==> src/rtl/rom_sample_sequencer.sv <==
// rom_sample_sequencer: walks the sample ROM at a programmable rate, hides the
// ROM read latency and presents each word on a valid/ready handshake.
// Optional feature: define SEQ_LOOP_EN for continuous (looping) playback;
// otherwise playback is one-shot and raises done at the last address.
module rom_sample_sequencer #(
  parameter int unsigned ADDR_W    = 15,
  parameter int unsigned DATA_W    = 23,
  parameter int unsigned DIV_W     = 16,
  parameter int unsigned ROM_LAT   = 1,
  parameter int unsigned LAST_ADDR = 2**ADDR_W - 1
) (
  input  logic              clk,
  input  logic              rst,
  input  logic              start,
  input  logic              stop,
  input  logic [DIV_W-1:0]  rate_div,
  output logic [ADDR_W-1:0] rom_addr,
  input  logic [DATA_W-1:0] rom_q,
  output logic [DATA_W-1:0] smp_data,
  output logic              smp_valid,
  input  logic              smp_ready,
  output logic              busy,
  output logic              done,
  output logic              overrun
);

  localparam int unsigned LAT_W = $clog2(ROM_LAT + 1);

  typedef enum logic [1:0] {
    IDLE      = 2'd0,
    FETCH     = 2'd1,
    HOLD      = 2'd2,
    WAIT_TICK = 2'd3
  } state_t;

  state_t              state_q;
  logic [DIV_W-1:0]    cnt_q;
  logic [DIV_W-1:0]    cnt_d;
  logic [LAT_W-1:0]    lat_q;
  logic [ADDR_W-1:0]   rom_addr_q;
  logic [DATA_W-1:0]   smp_data_q;
  logic                smp_valid_q;
  logic                busy_q;
  logic                done_q;
  logic                overrun_q;

  logic                tick_c;
  logic                start_acc_c;
  logic                xfer_c;
  logic                at_last_c;

  assign tick_c      = (cnt_q == '0) && (state_q != IDLE);
  assign start_acc_c = (state_q == IDLE) && start && !stop;
  assign xfer_c      = smp_valid_q && smp_ready;
  assign at_last_c   = (rom_addr_q == ADDR_W'(LAST_ADDR));

  // Divider next value: reload on accepted start or tick, count down while active.
  always_comb begin
    cnt_d = cnt_q;
    if (start_acc_c || tick_c) begin
      cnt_d = rate_div;
    end else if (state_q != IDLE) begin
      cnt_d = cnt_q - DIV_W'(1);
    end
  end

  // Sample-rate divider register.
  always_ff @(posedge clk) begin
    if (rst) begin
      cnt_q <= '0;
    end else begin
      cnt_q <= cnt_d;
    end
  end

  // Playback FSM with registered outputs; stop overrides every state.
  always_ff @(posedge clk) begin
    if (rst) begin
      state_q     <= IDLE;
      lat_q       <= '0;
      rom_addr_q  <= '0;
      smp_data_q  <= '0;
      smp_valid_q <= 1'b0;
      busy_q      <= 1'b0;
      done_q      <= 1'b0;
      overrun_q   <= 1'b0;
    end else if (stop) begin
      state_q     <= IDLE;
      rom_addr_q  <= '0;
      smp_valid_q <= 1'b0;
      busy_q      <= 1'b0;
    end else begin
      case (state_q)
        IDLE: begin
          if (start) begin
            state_q    <= FETCH;
            lat_q      <= '0;
            rom_addr_q <= '0;
            busy_q     <= 1'b1;
            done_q     <= 1'b0;
            overrun_q  <= 1'b0;
          end
        end
        FETCH: begin
          // A tick while still fetching is lost, not queued.
          if (tick_c) begin
            overrun_q <= 1'b1;
          end
          if (lat_q == LAT_W'(ROM_LAT)) begin
            smp_data_q  <= rom_q;
            smp_valid_q <= 1'b1;
            state_q     <= HOLD;
          end else begin
            lat_q <= lat_q + LAT_W'(1);
          end
        end
        HOLD: begin
          if (tick_c) begin
            overrun_q <= 1'b1;
          end
          if (xfer_c) begin
            smp_valid_q <= 1'b0;
            if (at_last_c) begin
              rom_addr_q <= '0;
`ifdef SEQ_LOOP_EN
              state_q    <= WAIT_TICK;
`else
              state_q    <= IDLE;
              busy_q     <= 1'b0;
              done_q     <= 1'b1;
`endif
            end else begin
              rom_addr_q <= rom_addr_q + ADDR_W'(1);
              state_q    <= WAIT_TICK;
            end
          end
        end
        WAIT_TICK: begin
          if (tick_c) begin
            state_q <= FETCH;
            lat_q   <= '0;
          end
        end
        default: begin
          state_q <= IDLE;
          busy_q  <= 1'b0;
        end
      endcase
    end
  end

  assign rom_addr  = rom_addr_q;
  assign smp_data  = smp_data_q;
  assign smp_valid = smp_valid_q;
  assign busy      = busy_q;
  assign done      = done_q;
  assign overrun   = overrun_q;

endmodule
==> config.mk <==
export PLATFORM = sky130hd
export DESIGN_NAME = rom_sample_sequencer
export DESIGN_NICKNAME = d
export VERILOG_FILES = /design/src/rtl/rom_sample_sequencer.sv
export SDC_FILE = /design/constraint.sdc
export NUM_CORES = 1
export LEC_CHECK = 0
export ABC_AREA = 1
export BUFFER_PORTS_ARGS = -buffer_cell sky130_fd_sc_hd__buf_2
export CAP_MARGIN = 20
export CORE_ASPECT_RATIO = 0.7
export CORE_MARGIN = 4
export CORE_UTILIZATION = 52
export DETAILED_ROUTE_END_ITERATION = 8
export PLACE_DENSITY = 0.83
export SLEW_MARGIN = 10
export SYNTH_ARGS = -nofsm -noshare
export SYNTH_HDL_FRONTEND = slang
export SYNTH_SLANG_ARGS = --single-unit
==> constraint.sdc <==
create_clock -name clk -period 2 [get_ports clk]
set_input_delay 0.1 -clock clk [delete_from_list [all_inputs] [get_ports clk]]
set_output_delay 0.1 -clock clk [all_outputs]
set_load 0.05 [all_outputs]
After elaboration in Yosys (flattened, before gate mapping). Cells that the tools add are included.

Flip-flop bits (word level): 61. Input port bits: 44. Word-level logic and storage cells: 75.

Add/subtract/negate cells: 3. Equal/unequal tests: 10. Muxes and demuxes: 28. Bitwise logic cells: 1. Reductions and logical operators: 24.

Operator list (count): 2-to-1 mux 15 bit (3); 2-to-1 mux 16 bit (2); case mux 15 bit (2 select lines) (1); logical NOT 16 bit (1); AND reduction 4 bit (4); subtractor 16 x 1 -> 16 bit, second input constant (1); adder 15 x 1 -> 15 bit, second input constant (1); == test 15 bit, second input constant (1); 2-to-1 mux 1 bit (11); 2-to-1 mux 2 bit (5); != test 2 bit, second input constant (5); nonzero test 2 bit (5); AND reduction 3 bit (3); case mux 1 bit (2 select lines) (4); case mux 2 bit (4 select lines) (1); AND reduction 5 bit (1); == test 2 bit, second input constant (2); logical AND 1 bit (4); OR reduction 2 bit (2); case mux 1 bit (3 select lines) (1); nonzero test 3 bit (1); == test 2 x 1 -> 1 bit, second input constant (1); logical NOT 2 bit (1); != test 2 x 1 -> 1 bit, second input constant (1); 4 further kinds (4).

Longest topological paths before layout. Gate-level depths: netlist of the first run.

Depth after elaboration: 5. Gate-level depth with buffers: 12. Gate-level depth less buffers: 12.

Worst setup path after synthesis of the first run. Ideal clock, no wire load.

Kind: reg-to-reg. Start: register rom_addr_q[0] (netlist: rom_addr[0]). End: register rom_addr_q[7] (netlist: rom_addr[7]). Setup time: 0.116 ns. Arrival time: 1.681 ns. Data required time: 1.884 ns. Setup slack: 0.203 ns. Stages on the path, launching flop included: 10. Path buffers: 1. Clock period less this slack: 1.797 ns. Path through: dfxtp_1 ha_1 nand3_1 nor2_1 nand2_1 nand2_1 nand2_2 nand2_2 buf_6 nor2_1.

Word-level cells in the longest chain between the ends: 4.

RTL lines: start, declared (line 40) `logic [ADDR_W-1:0] rom_addr_q;`; start signal, assigned (line 133) `rom_addr_q <= rom_addr_q + ADDR_W'(1);`; adder 15 x 1 -> 15 bit or == test 15 bit (tied branches) (line 133, 55); 2-to-1 mux 15 bit (*) (line 123) `if (at_last_c) begin`; 2-to-1 mux 15 bit (*) (line 121) `if (xfer_c) begin`; case mux 15 bit (2 select lines) (*) (line 93) `case (state_q)`.

Every way passes the cells marked *; elsewhere a longest branch is shown, timed or not. The select of a mux whose other input is x is not followed. A chain may end at the register's enable or synchronous reset.

Final worst setup path of the first run.
Start: register state_q[0]. End: register cnt_q[6].

Word-level cells in the longest chain between the ends: 5.

RTL lines: start, declared (line 36) `state_t state_q;`; start signal, assigned (line 79) `state_q <= IDLE;`; start signal, assigned (line 88) `state_q <= IDLE;`; start signal, assigned (line 96) `state_q <= FETCH;`; logical NOT 2 bit (line 53) `assign start_acc_c = (state_q == IDLE) && start && !stop;`; logical AND 1 bit (2 in a row) (line 53); logical OR 1 bit (line 60) `if (start_acc_c || tick_c) begin`; 2-to-1 mux 16 bit or nonzero test 2 bit (tied branches); end signal, assigned (line 72) `cnt_q <= cnt_d;`; end, declared (line 37) `logic [DIV_W-1:0] cnt_q;`.

Several ways; a longest one is shown, not always the timed one.

==> impl_results.md, run 1 <==
* Result of the run: finished clean
* Growth of design area from synthesis to finish at 33.4%
* Wire length per cell at 14.2 µm
* Total nets after synthesis at 510
* First-pass GRT wire length at 15100 µm
* Initial DRC Count at 294
* Mux share of post-synthesis cell area at 0%
* Buffer type at the clock tree root: clkbuf_8
* Maximum number of pins on one net before global-route repair at 32
* Worst slack, placed at -0.498 ns
* Synthesized instance count at 459
* Share of post-route cells with drive strength above 1 at 23.2%
* Buffer levels on the longest clock path at 2
* # setup viols final at 0
* Number of synthesized register bits at 61
* Number of CTS-inserted buffers at 9
* Total global-route track usage at 25.7%
* Max Cap Viol at 0
* Fin. Hold Viols at 0
* Pwr Density at 701 mW/mm²
* Final cell utilization of the core at 71.9%
* Dominant cells by area after synthesis: dfxtp_1 (39%), nor2_1 (12%), nand2_1 (11%)
* Largest family of logic cells by synthesized area: simple AND/OR/NAND/NOR gates
* Placeable Area at 0.00576 mm²
* Width of the die at 100 µm
* Antenna-violating nets left at 0
* Required time of the worst setup path at 2.24 ns
* Share of Yosys cell area claimed by the top area cell type at 39.4%
* Iteration count of the initial detailed-routing pass at 7
* Count of input and output buffers at 85
* Vias post-DR at 3493
* Category of the most critical setup path: flop to flop
* Min setup slack post-route at 0.0807 ns
* Kind of end point of the critical path: flop
* Number of nets at the end of the flow at 632
* Initial core utilization at 53.9%
* Area of the die at 0.00728 mm²
* Tcrit/Tclk final at 96.0%
* H-tree lvl count at 3
* Type of the tightest min-delay check: primary input to flop
* Residual DRC count at 0
* Number of distinct standard cells referenced by the synthesized netlist at 34
* Total I/O pin count at 86
* Total clock sinks at 61
* Final instance area at 0.00414 mm²
* RSZ-0062 raised after global routing: yes
* Via count of the first global-routing pass at 3312
* Synth area leader: dfxtp_1
* Headroom to the max-slew limit at 56.0%
* Post-synthesis simple-gate area fraction at 33.4%
* Placement-stage cell area at 0.00360 mm²
* Worst VDD drop at 0.000428 V
* Overall power of the completed layout at 2.90 mW
* Leftover overflow at the end of global routing at 0
* Global placement routability congestion at 0.987
* Reg clk slew, reported paths at 0.08 ns
* Num rows at 23
* TNS Setup at 0 ns
* Adder-cell share of the synthesized area at 2.82%
* Antenna diode instance count at 0
* Arrival time of data at the critical path endpoint at 2.16 ns
* Startpoint Class: flop
* Wirelength, routed at 9360 µm
* Count of yosys warnings during synthesis at 0
* Min Clock Period, post-route at 1.92 ns
* Area of the mapped netlist at 0.00310 mm²
* Antenna violations before repair at 0
* Routed via count divided by cell count at 5.28
* Area share of xor/xnor cells in the synthesized design at 3.67%
* Clock latency reported for the late side of the worst-skew pair at 0.34 ns
* Average instance area after synthesis at 6.76 µm²
* Leakage at 2.06 nW
* Die height at 72.6 µm
* Max Fanout on Critical Path at 9
* Peak clock frequency supported by timing at 521 MHz
* Part of the Yosys area used for sequential elements at 39.4%
* Complex-gate fraction of the synthesized area at 11.7%
* TritonCTS clock tree: done
* Slew of the pin with the lowest slew margin at 0.656 ns
* Number of max-slew violations in the final report at 0
* Detail Placement HPWL at 6170 µm
* Setup skew after layout at 0.00884 ns
## state kept, by name (all words and copies together), names as in the netlist
register and cells:
smp_data 23, cnt_q 16, rom_addr 15, state_q 2, busy 1, done 1
lat_q 1, overrun 1, smp_valid 1
## synth_stat cells (all sizes together)
library cell / n
o31ai: 1
ha: 7
nand4: 11
xnor2: 5
nor3: 13
clkbuf: 6
a21oi: 22
nor3b: 1
o211ai: 2
inv: 50
o21a: 1
o21ai: 38
xor2: 8
nand3: 22
nor2: 102
and3: 1
a311oi: 1
buf: 7
nand2: 96
o21bai: 1
or2: 2
a31oi: 1
dfxtp: 61
## what timing repair did
action | CTS | global route
pin swaps | 1 | 1
hold buffers | 21 | 0
cloned | 2 | 0
endpoints found under the hold margin | 21 | 0
gates resized for setup | 6 | 6
setup buffers | 0 | 7
endpoints found under the setup margin | 24 | 45
## through the flow
stage               hold WS, ns  cells
finish                  0.00581    661
detailed placement        0.332    615
CTS                     0.00466    654
global route             0.0213    661
floorplan                 0.235    459
global placement          0.320    615
## cell usage in the layout (no fill, tap or decap), types with 2 or more instances in the layout
cell type,instances
nor2_1,101
nand2_1,93
buf_2,85
dfxtp_1,61
inv_1,47
o21ai_0,37
a21oi_1,21
dlygate4sd3_1,21
nand3_1,20
buf_4,14
nor3_1,12
nand4_1,11
clkbuf_8,9
xor2_1,8
xnor2_1,5
ha_1,5
clkinvlp_4,4
clkinv_4,3
nand3_2,2
nand2_4,2
ha_4,2
inv_6,2
## final cells by class
| type | count | area (µm²) |
|---|---|---|
| clock buffer | 9 | 124 |
| clock inverter | 7 | 58.8 |
| fill | 485 | 1620 |
| inverter | 50 | 194 |
| multi-input combinational | 336 | 1670 |
| sequential | 61 | 1220 |
| tap | 75 | 93.8 |
| timing repair buffer | 122 | 772 |
| timing repair inverter | 1 | 7.51 |
## power breakdown
| part | total [mW] | internal, mW | switching, mW |
|---|---|---|---|
| Combinational | 0.596 | 0.235 | 0.361 |
| Clock | 1.01 | 0.463 | 0.549 |
| Sequential | 1.29 | 1.25 | 0.0397 |
| Total | 2.90 | 1.95 | 0.950 |
## kinds of logic (layout without fill, tap and decap cells)
family / after synthesis / count (layout)
xor gates and xnor gates: 13 / 13
buffers and inverters: 63 / 189
adders and majority gates: 7 / 7
and+or+nand+nor: 248 / 249
AOI/OAI and AO/OA: 67 / 67
DFF: 61 / 61
## worst paths after layout
check        cells after the start  slack, ns          end  startpoint
min                              3      0.006  smp_data[1]    rom_q[1]
max                             13       0.08     cnt_q[6]  state_q[0]
max reg2reg                     13       0.08     cnt_q[6]  state_q[0]
min reg2reg                      2       0.47     cnt_q[0]    cnt_q[0]
## critical path, cell delays in order (launching register included)
cell and delay, ns:
dfxtp_1 0.34, buf_4 0.13, inv_1 0.09, ha_4 0.21, inv_2 0.07, nand2_1 0.05, nor2_1 0.12, nand3_2 0.16
nand3_2 0.24, inv_1 0.14, nand2_1 0.10, nand3_1 0.08, nand2_1 0.07, inv_1 0.04
## routing by layer
metal	GRT usage, %	part of all wire (%)	vias up
met5	0	0	-
met4	6.88	1.8	0
met3	8.31	10	27
met2	41.8	46	186
met1	33.2	42	1562
li1	-	-	1718
Note: power is estimated with default switching activity, not from simulation.
==> run 2: changes to the inputs <==
--- a/config.mk
+++ b/config.mk
@@ -8,7 +8,7 @@
 export ABC_AREA = 1
 export BUFFER_PORTS_ARGS = -buffer_cell sky130_fd_sc_hd__buf_2
 export CAP_MARGIN = 20
-export CORE_ASPECT_RATIO = 0.7
+export CORE_ASPECT_RATIO = 1.2
 export CORE_MARGIN = 4
 export CORE_UTILIZATION = 52
 export DETAILED_ROUTE_END_ITERATION = 8
==> impl_results.md, run 2 (same netlist as run 1, synthesis figures left out) <==
* Kind of end point of the critical path: flop
* Number of non-filler instances in the completed layout at 667
* Number of max-slew violations in the final report at 0
* Num rows at 30
* Reg clk slew, reported paths at 0.08 ns
* Share of post-route cells with drive strength above 1 at 23.0%
* Worst Hold Depth at 5
* Hold path start: rate_div[10]
* Number of nets at the end of the flow at 633
* Via count of the first global-routing pass at 3340
* Antenna-violating nets left at 0
* Placeable Area at 0.00571 mm²
* Fin. Hold Viols at 0
* Placed instance count at 622
* Wirelength, routed at 8950 µm
* Detail Placement HPWL at 5800 µm
* Routed via count divided by cell count at 5.20
* Max Cap Viol at 0
* Flip-flop count of the largest register after layout at 23
* Setup skew after layout at 0.0120 ns
* Wire length per cell at 13.4 µm
* Worst Reg2Reg Path Length in Cells at 10
* Category of the most critical setup path: flop to flop
* Residual DRC count at 0
* Startpoint Class: flop
* Worst slack, placed at -0.493 ns
* Min setup slack post-route at 0.151 ns
* Min Clock Period, post-route at 1.85 ns
* Initial core utilization at 54.4%
* Width of the die at 78.5 µm
* Die height at 92.6 µm
* Area of the die at 0.00727 mm²
* Number of CTS-inserted buffers at 9
* Endpoint of the worst hold-timing path: cnt_q[10]
* Worst R2R Setup Slack at 0.15 ns
* Cell with the biggest individual delay on the critical path: dfxtp_1
* Total I/O pin count at 86
* Terminus of the critical flop-to-flop path: rom_addr[3]
* Vias post-DR at 3469
* H-tree lvl count at 3
* Leftover overflow at the end of global routing at 0
* Leading cell types in the layout, fill and taps excluded: nor2_1 (101), nand2_1 (93), buf_2 (85)
* Tcrit/Tclk final at 92.4%
* Final instance area at 0.00413 mm²
* Required time of the worst setup path at 2.27 ns
* Headroom to the max-slew limit at 53.6%
* Max Fanout on Critical Path at 12
* Type of the tightest min-delay check: primary input to flop
* Critical path depth in cells at 10
* Arrival time of data at the critical path endpoint at 2.12 ns
* Pwr Density at 718 mW/mm²
* RSZ-0062 raised after global routing: no
* Maximum number of pins on one net before global-route repair at 25
* Iteration count of the initial detailed-routing pass at 5
* Total global-route track usage at 25.3%
* # setup viols final at 0
* Clock latency reported for the late side of the worst-skew pair at 0.34 ns
* Most frequent cell on the critical path: nand2_2
* Buffer levels on the longest clock path at 2
* First-pass GRT wire length at 14800 µm
* Leading cell type in the layout, fill and taps excluded: nor2_1
* Global placement routability congestion at 0.898
* Slew of the pin with the lowest slew margin at 0.692 ns
* Hold slack at 0.0589 ns
* Leakage at 2.06 nW
* Buffer type at the clock tree root: clkbuf_8
* Antenna violations before repair at 0
* Placement-stage cell area at 0.00362 mm²
* Initial DRC Count at 265
* Peak clock frequency supported by timing at 541 MHz
* TritonCTS clock tree: done
* Critical path, cell by cell: inv_1 -> buf_4 -> ha_2 -> inv_2 -> or2_4 -> o211ai_4 -> inv_4 -> nand2_2 -> nand2_2 -> nor3b_1
* Result of the run: finished clean
* Growth of design area from synthesis to finish at 33.3%
* Total clock sinks at 61
* Worst VDD drop at 0.000507 V
* Gate family responsible for the most delay along the worst path: simple AND/OR/NAND/NOR gates
* Count of buffering cells on the critical path with inverters included at 4
* Count of input and output buffers at 85
* Slowest Stage Delay on Critical Path at 0.31 ns
* TNS Setup at 0 ns
* Startpoint of the lowest-slack register-to-register path: state_q[1]
* Antenna diode instance count at 0
==> run 2: how the worst max path moves through the flow <==
| stage | from | endpoint | slack [ns] |
|---|---|---|---|
| 2_1_floorplan | rom_addr[0] | rom_addr[7] | 0.20 |
| 3_5_place_dp | state_q[0] | smp_data[6] | -0.49 |
| 3_3_place_gp | state_q[0] | smp_data[20] | -0.44 |
| 5_1_grt | state_q[1] | rom_addr[3] | 0.02 |
| 6_report | state_q[1] | rom_addr[3] | 0.15 |
| 4_1_cts | state_q[1] | rom_addr[3] | 0.02 |
==> run 2: where the power goes <==
part	switching [mW]	internal, mW	leakage, nW	total [mW]
Sequential	0.0389	1.25	0.494	1.29
Clock	0.534	0.579	0.0954	1.11
Combinational	0.335	0.231	1.47	0.566
==> run 2: what timing repair did <==
action,4_1_cts,5_1_grt
hold endpoints to repair,22,0
hold buffers,22,0
gates resized for setup,4,1
setup endpoints to repair,24,42
pin swaps,1,1
setup buffers,0,5
cloned,2,0
==> run 2: stage by stage <==
stage                     total power, mW  util, %
after global placement               1.82     63.5
after detailed placement             1.83     63.5
after floorplan                      1.68        -
final                                2.97     72.5
after global routing                 3.13     72.5
after CTS                            2.95     71.5
==> run 2: final cells by class <==
cell class | instances | area, µm²
inverters | 50 | 194
fillers | 481 | 1570
clock inverters | 7 | 76.3
clock buffers | 9 | 124
repair inverters | 1 | 7.51
repair buffers | 123 | 778
flip-flops and latches | 61 | 1220
multi-input cells | 336 | 1630
well taps | 80 | 100
==> run 2: per-layer routing <==
layer	GRT usage (%)	wire, µm	up-vias	part of all wire [%]
li1	-	-	1717	-
met1	31.0	3660	1564	41
met2	41.3	4370	155	49
met3	5.45	591	33	6.6
met4	13.3	318	0	3.6
met5	0	0	-	0
==> run 2: tightest hold or removal path, delay by kind of cell <==
family / cells / cell delay [ns]
buffers and inverters: 2 / 0.11
AND/OR/NAND/NOR: 3 / 0.16
==> run 3: changes to the inputs <==
--- a/config.mk
+++ b/config.mk
@@ -13,6 +13,7 @@
 export CORE_UTILIZATION = 52
 export DETAILED_ROUTE_END_ITERATION = 8
 export PLACE_DENSITY = 0.83
+export REMOVE_ABC_BUFFERS = 1
 export SLEW_MARGIN = 10
 export SYNTH_ARGS = -nofsm -noshare
 export SYNTH_HDL_FRONTEND = slang
==> impl_results.md, run 3 (same netlist as run 1, synthesis figures left out) <==
* Result of the run: finished clean
* Placeable Area at 0.00571 mm²
* First-pass GRT wire length at 14000 µm
* Final instance area at 0.00414 mm²
* Crit. Startpoint: state_q[1]
* Worst VDD drop at 0.000395 V
* Worst slack, placed at -0.502 ns
* H-tree lvl count at 3
* Count of input and output buffers at 85
* Antenna violations before repair at 0
* Wire length per cell at 13.0 µm
* Share of post-route cells with drive strength above 1 at 23.9%
* Worst R2R Setup Slack at 0.11 ns
* Antenna-violating nets left at 0
* Setup skew after layout at 0.00528 ns
* Placement-stage cell area at 0.00361 mm²
* Type of the tightest min-delay check: primary input to flop
* Wl on met1 at 3750 µm
* Overall power of the completed layout at 3.01 mW
* Part of the power in the clock network at 38.0%
* TNS Setup at 0 ns
* Tcrit/Tclk final at 94.4%
* Clock latency reported for the late side of the worst-skew pair at 0.34 ns
* Timing endpoint of the critical path: cnt_q[10]
* Terminus of the critical flop-to-flop path: cnt_q[10]
* Number of non-filler instances in the completed layout at 666
* Number of max-slew violations in the final report at 0
* Residual DRC count at 0
* Total global-route track usage at 23.9%
* Part of the total power dissipated in sequential elements at 42.9%
* Fin. Hold Viols at 0
* Arrival time of data at the critical path endpoint at 2.17 ns
* Category of the most critical setup path: flop to flop
* Number of CTS-inserted buffers at 9
* Die height at 92.6 µm
* Via count of the first global-routing pass at 3181
* Buffer levels on the longest clock path at 2
* Kind of end point of the critical path: flop
* Vias post-DR at 3422
* Width of the die at 78.5 µm
* Iteration count of the initial detailed-routing pass at 4
* Met2 WL post-DR at 4080 µm
* Routed via count divided by cell count at 5.14
* Startpoint of the lowest-slack register-to-register path: state_q[1]
* Worst Reg2Reg Path Length in Cells at 10
* RSZ-0062 raised after global routing: yes
* Max Fanout on Critical Path at 11
* Leakage at 2.07 nW
* Slew of the pin with the lowest slew margin at 0.657 ns
* # setup viols final at 0
* Buffer type at the clock tree root: clkbuf_8
* Reg clk slew, reported paths at 0.07 ns
* Maximum number of pins on one net before global-route repair at 30
* Flip-flop count of the largest register after layout at 23
* Switching Power at 881 µW
* Growth of design area from synthesis to finish at 33.6%
* Detail Placement HPWL at 5710 µm
* Required time of the worst setup path at 2.28 ns
* Total I/O pin count at 86
* Number of nets at the end of the flow at 632
* Max Cap Viol at 0
* Combinational share of power at 19.1%
* Hold slack at 0.0122 ns
* Min setup slack post-route at 0.112 ns
* Final cell utilization of the core at 72.6%
* Startpoint Class: flop
* Num rows at 30
* Wirelength, routed at 8660 µm
* Pwr Density at 727 mW/mm²
* Min Clock Period, post-route at 1.89 ns
* Total clock sinks at 61
* Met3 wire len at 718 µm
* Peak clock frequency supported by timing at 530 MHz
* Net Sw Frac at 29.3%
* Antenna diode instance count at 0
* Internal power at 2.13 mW
* Highest layer used for signal routing: met4
* Leftover overflow at the end of global routing at 0
* Leading cell type in the layout, fill and taps excluded: nor2_1
* TritonCTS clock tree: done
* Initial DRC Count at 229
* Headroom to the max-slew limit at 56.0%
* Initial core utilization at 54.4%
* Area of the die at 0.00727 mm²
* Leading cell types in the layout, fill and taps excluded: nor2_1 (100), nand2_1 (92), buf_2 (85)
* Placed instance count at 620
* Global placement routability congestion at 0.932
run 3: repair_timing:
item                                    in CTS  in global routing
endpoints found under the setup margin      26                 52
pin swaps                                    1                  1
gates resized for setup                      5                  5
hold buffers                                19                  0
cloned                                       2                  0
setup buffers                                0                  9
endpoints found under the hold margin       19                  0
run 3: cell type report:
class	instances	area, µm²
Sequential cell	61	1220
Multi-Input combinational cell	336	1650
Inverter	50	196
Tap cell	80	100
Timing Repair Buffer	122	763
Fill cell	436	1560
Clock inverter	5	58.8
Clock buffer	11	151
Timing Repair inverter	1	7.51
run 3: power groups by stage:
| stage | Clock, mW | Sequential, mW | Combinational [mW] |
|---|---|---|---|
| 4_1_cts | 1.16 | 1.29 | 0.543 |
| 3_3_place_gp | 0 | 1.32 | 0.496 |
| 2_1_floorplan | 0 | 1.32 | 0.342 |
| 6_report | 1.15 | 1.29 | 0.575 |
| 5_1_grt | 1.23 | 1.30 | 0.647 |
| 3_5_place_dp | 0 | 1.32 | 0.504 |
run 3: worst min path at each step:
stage          cells after the start  slack [ns]            to       from
2_1_floorplan                      1        0.17     cnt_q[12]        rst
3_3_place_gp                       3        0.32   smp_data[5]   rom_q[5]
3_5_place_dp                       3        0.33   smp_data[2]   rom_q[2]
4_1_cts                            3       0.005  smp_data[16]  rom_q[16]
5_1_grt                            3        0.02  smp_data[16]  rom_q[16]
6_report                           3        0.01  smp_data[16]  rom_q[16]
run 3: worst max-delay path, cell delays in order (launching register included):
cell and delay (ns):
dfxtp_1 0.31, inv_1 0.07, buf_4 0.11, ha_2 0.25
buf_4 0.16, nand3_1 0.20, nand2_2 0.27, inv_1 0.16
a21oi_1 0.16, nand2_1 0.07, inv_1 0.06
run 3: routing by layer:
| metal | global-route usage, % | vias to the layer above |
|---|---|---|
| li1 | - | 1715 |
| met2 | 39.2 | 137 |
| met1 | 28.9 | 1553 |
| met4 | 9.18 | 0 |
| met5 | 0 | - |
| met3 | 7.59 | 17 |
